==> src/rtl/operand_load_ctrl.sv <==
// Operand load controller: captures operand A, then operand B, from one shared
// data bus on successive Load presses and registers their (N+1)-bit sum.
// Load is a raw push-button level; it is synchronised and edge-detected here.
module operand_load_ctrl #(
  parameter int N = 8
) (
  input  logic         Clock,
  input  logic         Resetn,
  input  logic         Load,
  input  logic         Clear,
  input  logic [N-1:0] Data,
  output logic [N-1:0] A,
  output logic [N-1:0] B,
  output logic [N:0]   Sum,
  output logic         LdA,
  output logic         LdB,
  output logic [1:0]   State,
  output logic         Done
);

  typedef enum logic [1:0] {
    WAIT_A  = 2'b00,
    WAIT_B  = 2'b01,
    RESULT  = 2'b10,
    ILLEGAL = 2'b11
  } state_t;

  logic         s1_r;
  logic         s2_r;
  logic         s3_r;
  logic         press_s;

  state_t       state_r;
  state_t       state_next_s;
  logic [N-1:0] a_r;
  logic [N-1:0] a_next_s;
  logic [N-1:0] b_r;
  logic [N-1:0] b_next_s;
  logic [N:0]   sum_r;
  logic [N:0]   sum_next_s;
  logic         lda_r;
  logic         lda_next_s;
  logic         ldb_r;
  logic         ldb_next_s;
  logic         done_r;
  logic         done_next_s;

  // Two-flop synchroniser plus delay flop; deliberately not touched by Clear
  // so a button held through Clear cannot produce a second press.
  always_ff @(posedge Clock or negedge Resetn) begin
    if (!Resetn) begin
      s1_r <= 1'b0;
      s2_r <= 1'b0;
      s3_r <= 1'b0;
    end else begin
      s1_r <= Load;
      s2_r <= s1_r;
      s3_r <= s2_r;
    end
  end

  // One-cycle pulse on each synchronised rising edge of Load.
  assign press_s = s2_r & ~s3_r;

  // Next-state and next-register values; Clear outranks any press.
  always_comb begin
    state_next_s = state_r;
    a_next_s     = a_r;
    b_next_s     = b_r;
    sum_next_s   = sum_r;
    lda_next_s   = 1'b0;
    ldb_next_s   = 1'b0;
    if (Clear) begin
      state_next_s = WAIT_A;
      a_next_s     = {N{1'b0}};
      b_next_s     = {N{1'b0}};
      sum_next_s   = {(N+1){1'b0}};
    end else begin
      case (state_r)
        WAIT_A: begin
          if (press_s) begin
            a_next_s     = Data;
            lda_next_s   = 1'b1;
            state_next_s = WAIT_B;
          end else begin
            state_next_s = WAIT_A;
          end
        end
        WAIT_B: begin
          if (press_s) begin
            b_next_s     = Data;
            sum_next_s   = {1'b0, a_r} + {1'b0, Data};
            ldb_next_s   = 1'b1;
            state_next_s = RESULT;
          end else begin
            state_next_s = WAIT_B;
          end
        end
        RESULT: begin
          if (press_s) begin
            // A press after a result starts a fresh pair.
            a_next_s     = Data;
            b_next_s     = {N{1'b0}};
            sum_next_s   = {(N+1){1'b0}};
            lda_next_s   = 1'b1;
            state_next_s = WAIT_B;
          end else begin
            state_next_s = RESULT;
          end
        end
        default: begin
          // Unreachable code 11: recover to a clean initial state.
          state_next_s = WAIT_A;
          a_next_s     = {N{1'b0}};
          b_next_s     = {N{1'b0}};
          sum_next_s   = {(N+1){1'b0}};
        end
      endcase
    end
    done_next_s = (state_next_s == RESULT);
  end

  // State, operand, sum and strobe registers.
  always_ff @(posedge Clock or negedge Resetn) begin
    if (!Resetn) begin
      state_r <= WAIT_A;
      a_r     <= {N{1'b0}};
      b_r     <= {N{1'b0}};
      sum_r   <= {(N+1){1'b0}};
      lda_r   <= 1'b0;
      ldb_r   <= 1'b0;
      done_r  <= 1'b0;
    end else begin
      state_r <= state_next_s;
      a_r     <= a_next_s;
      b_r     <= b_next_s;
      sum_r   <= sum_next_s;
      lda_r   <= lda_next_s;
      ldb_r   <= ldb_next_s;
      done_r  <= done_next_s;
    end
  end

  assign A     = a_r;
  assign B     = b_r;
  assign Sum   = sum_r;
  assign LdA   = lda_r;
  assign LdB   = ldb_r;
  assign State = state_r;
  assign Done  = done_r;

endmodule

==> config.mk <==
export PLATFORM = sky130hd
export DESIGN_NAME = operand_load_ctrl
export DESIGN_NICKNAME = d
export VERILOG_FILES = /design/src/rtl/operand_load_ctrl.sv
export SDC_FILE = /design/constraint.sdc
export NUM_CORES = 1
export LEC_CHECK = 0
export CAP_MARGIN = 10
export CORE_UTILIZATION = 30
export CTS_CLUSTER_DIAMETER = 120
export DETAILED_ROUTE_END_ITERATION = 8
export REMOVE_ABC_BUFFERS = 1
export SETUP_SLACK_MARGIN = 0.15
export SLEW_MARGIN = 20
export SYNTH_ARGS = -nofsm -noshare
export SYNTH_HDL_FRONTEND = slang
export SYNTH_SLANG_ARGS = --single-unit
==> constraint.sdc <==
create_clock -name Clock -period 6.25 [get_ports Clock]
set_clock_uncertainty 0.2 [all_clocks]
set_input_delay 1.875 -clock Clock [delete_from_list [all_inputs] [get_ports Clock]]
set_output_delay 1.875 -clock Clock [all_outputs]
set_load 0.02 [all_outputs]
# Yosys cells after proc, flatten, opt, wreduce, memory -nomap -nowiden
# Index checks and enable logic that the tools add are counted.
# W data, S select, Z words.
# classes
n_eq_ne	8
mux	20
addsub	1
bitwise_logic	2
n_reduce_logical	4
# ops
op	n
$mux W8	4
$mux W9	3
$pmux W9 S3	1
$pmux W8 S3	1
$pmux W8 S2	1
$add A8 B8 Y9	1
$mux W1	6
$mux W2	3
$ne A3 B3 Y1 const B	2
$pmux W2 S3	1
$eq A2 B2 Y1 const B	2
$ne A2 B2 Y1 const B	2
$ne A3 B1 Y1 const B	1
$reduce_and A3 Y1	1
$eq A2 B1 Y1 const B	1
$logic_not A2 Y1	1
$reduce_and A2 Y1	1
$reduce_or A2 Y1	1
$and A1 B1 Y1	1
$not A1 Y1	1
# totals
regBits	33
output_inout_bits	30
wordCells	45

# Longest topological paths before layout
# depth
depth_word	6
ltp_mapped	7

# Worst setup path after synthesis
# Ideal clock, no wire load.
# synth_timing
kind	input to register
from	input port Data[0]
to	register sum_r[6], in the netlist Sum[6]
cell_stages	7
t_required_ps	5929
t_arrival_ps	3249
setup_ps	121
slack_ps	2680
cell_sequence	ha_1 -> fa_1 -> a211oi_2 -> o21bai_1 -> a21oi_2 -> xnor2_1 -> a22o_1
# synth_via
elab_chain_cells	4
# synth_lines
item	line_no	rtl
from (decl)	11	input logic [N-1:0] Data,
$add A8 B8 Y9	92	sum_next_s = {1'b0, a_r} + {1'b0, Data};
$mux W9	90	if (press_s) begin
$pmux W9 S3	79	case (state_r)
$mux W9	73	if (Clear) begin
to (signal assigned)	129	sum_r <= {(N+1){1'b0}};
to (signal assigned)	137	sum_r <= sum_next_s;
to (decl)	39	logic [N:0] sum_r;
# Every way passes these cells. The select of a mux whose other input is x is not followed.
# A chain may end at the register's enable or synchronous reset.

# Worst setup path after layout
# Same ends and word-level chain as after synthesis.

==> results.sh <==
export IMPL_status="finished clean"
export IMPL_ir_worst_vdd_v=0.000128
export IMPL_place_ws_ps=2090
export IMPL_endpoint_kind="register"
export IMPL_rsz0062_at_grt="no"
export IMPL_worst_setup_path_start_kind="primary input"
export IMPL_crit_fanout=3
export IMPL_drive_gt1_frac=0.123
export IMPL_ys_flop_type="dfrtp_1"
export IMPL_synth_top_cell_by_area="dfrtp_1"
export IMPL_io_pins=42
export IMPL_fillCellCount=447
export IMPL_setup_tns_ps=0
export IMPL_clockBufferDepth=2
export IMPL_area_growth_syn_to_layout_pct=39.2
export IMPL_path_clk_slew_ps=70
export IMPL_p_per_area_nw_per_um2=238
export IMPL_gp_congestion=0.700
export IMPL_ctsHoldBuffers=0
export IMPL_drt_iter0_drc=32
export IMPL_min_period_ps=3880
export IMPL_grt_max_degree=34
export IMPL_setup_viol=0
export IMPL_synth_cell_types=34
export IMPL_ys_warn_count=0
export IMPL_post_route_period_util=0.620
export IMPL_hold_violations=0
export IMPL_drt_vias_per_instance=4.90
export IMPL_tightest_slew_ps=719
export IMPL_setup_slack_ps=2370
export IMPL_cts_sinks=33
export IMPL_htree_levels=2
export IMPL_drc=0
export IMPL_mostFrequentLayoutCells="clkdlybuf4s50_1, dfrtp_1, a22o_1"
export IMPL_ys_seq_area_frac=0.544
export IMPL_first_pass_iters=4
export IMPL_antenna_found_initial=0
export IMPL_layout_commonest_cell="clkdlybuf4s50_1"
export IMPL_r2r_slack_ps=4020
export IMPL_relSlewSlack=0.518
export IMPL_crit_type="in2reg"
export IMPL_num_rows=25
export IMPL_synth_avg_cell_area_um2=13.1
export IMPL_async_reset_ff_frac=1.00
export IMPL_grt_pass1_vias=1201
export IMPL_cts_root_buf="clkbuf_8"
export IMPL_dp_hpwl_mm=2.35
export IMPL_fmax_mhz=258
export IMPL_portBuffers=41
export IMPL_p_leak_nw=0.943
export IMPL_arrival_ps=3850
export IMPL_cap_violations=0
export IMPL_grt_usage=0.144
export IMPL_ff_latch_area_um2=826
export IMPL_multiInputGateArea_um2=668
export IMPL_grt_overflow=0
export IMPL_via_count=1126
export IMPL_core_area_um2=4790
export IMPL_design_power_total_mw=0.502
export IMPL_initial_core_util=0.317
export IMPL_report_final_slew_viol_count=0
export IMPL_wl_mm=3.33
export IMPL_synth_area_leaders="dfrtp_1, a22o_1, ha_1, a211oi_2, xnor2_1"
export IMPL_timing_hold_ws_ps=152
export IMPL_die_x_um=73.1
export IMPL_grt_pass1_wl_mm=5.72
export IMPL_synth_seq_cells=33
export IMPL_die_y_um=73.1
export IMPL_detail_route_antenna_nets=0
export IMPL_synth_area_um2=1520
export IMPL_n_antenna_cell=0
export IMPL_cts_made_buffers=5
export IMPL_crit_required_ps=6220
export IMPL_synthCells=116
export IMPL_yosysTopAreaCellShare=0.544
export IMPL_holdCritPathClass="reg2reg"
export IMPL_cts_tree="done"
export IMPL_dieArea_um2=5350
export IMPL_cts_setup_buffers=0
export IMPL_ctsResizeCount=0
export IMPL_clock_latency_ps=280
export IMPL_wl_per_cell_um=14.5
export IMPL_nets=183
export IMPL_synth_edff_count=0
==> report_power, final <==
group	switching, mW	internal [mW]
combinational	0.0378	0.0338
sequential	0.00565	0.220
clock	0.0746	0.130
total	0.118	0.384
==> area by class of cell <==
cell class,count,share of cell area
Multi-Input combinational cell,80,0.316
Sequential cell,33,0.391
Clock inverter,1,0.0142
Clock buffer,7,0.0409
Timing Repair Buffer,42,0.198
Tap cell,67,0.0397
==> sequential cells by signal (all words and copies together), names as in the netlist <==
signal and cells:
A 8, B 8, Done 1, LdA 1, LdB 1, State 2
Sum 9, s1_r 1, s2_r 1, s3_r 1
==> kinds of logic (layout without fill, tap and decap cells) <==
logic type,count (synthesis),after routing,share of synthesized area
AOI/OAI and AO/OA,47,47,0.242
and+or+nand+nor,18,18,0.0824
xor gates and xnor gates,5,5,0.0289
buffers and inverters,3,50,0.0157
DFF,33,33,0.544
adders and majority gates,10,10,0.0866
==> worst paths after layout <==
path / start / to / cells after the start
worst min-delay path: s1_r$_DFF_PN0_ / s2_r$_DFF_PN0_ / 0
worst max-delay path: Data[0] / Sum[6]$_DFFE_PN0P_ / 8
min in group asynchronous: Resetn / A[2]$_DFFE_PN0P_ / 2
worst max register to register: A[0]$_DFFE_PN0P_ / Sum[6]$_DFFE_PN0P_ / 7
max in group asynchronous: Resetn / Done$_DFF_PN0_ / 2
worst min register to register: s1_r$_DFF_PN0_ / s2_r$_DFF_PN0_ / 0
==> critical path: stages <==
cell and delay, ps:
clkdlybuf4s50_1 450, ha_1 250, fa_1 450, a211oi_2 270, o21bai_1 120, a21oi_2 180, xnor2_1 80, a22o_1 170
==> cell usage after synthesis (2+ instances only) <==
cell type / count
dfrtp_1: 33
a22o_1: 23
ha_1: 8
a21oi_1: 6
o21ai_0: 5
xnor2_1: 4
a211oi_2: 3
nor2_1: 3
a21o_1: 2
nor2_4: 2
nor2b_1: 2
nor3_1: 2
o21bai_1: 2
==> routing by layer <==
metal | track usage | vias up | routed length (µm)
li1 | - | 528 | -
met5 | 0 | - | 0
met4 | 0.0545 | 0 | 27
met2 | 0.228 | 32 | 1610
met1 | 0.182 | 561 | 1520
met3 | 0.0456 | 5 | 164
==> per-stage QoR <==
step	util	instances	instance area, µm²
2_1_floorplan	-	113	1490
3_3_place_gp	0.417	222	2000
3_5_place_dp	0.417	222	2000
4_1_cts	0.441	230	2110
5_1_grt	0.441	230	2110
6_report	0.441	230	2110
Note: power is estimated with default switching activity, not from simulation.
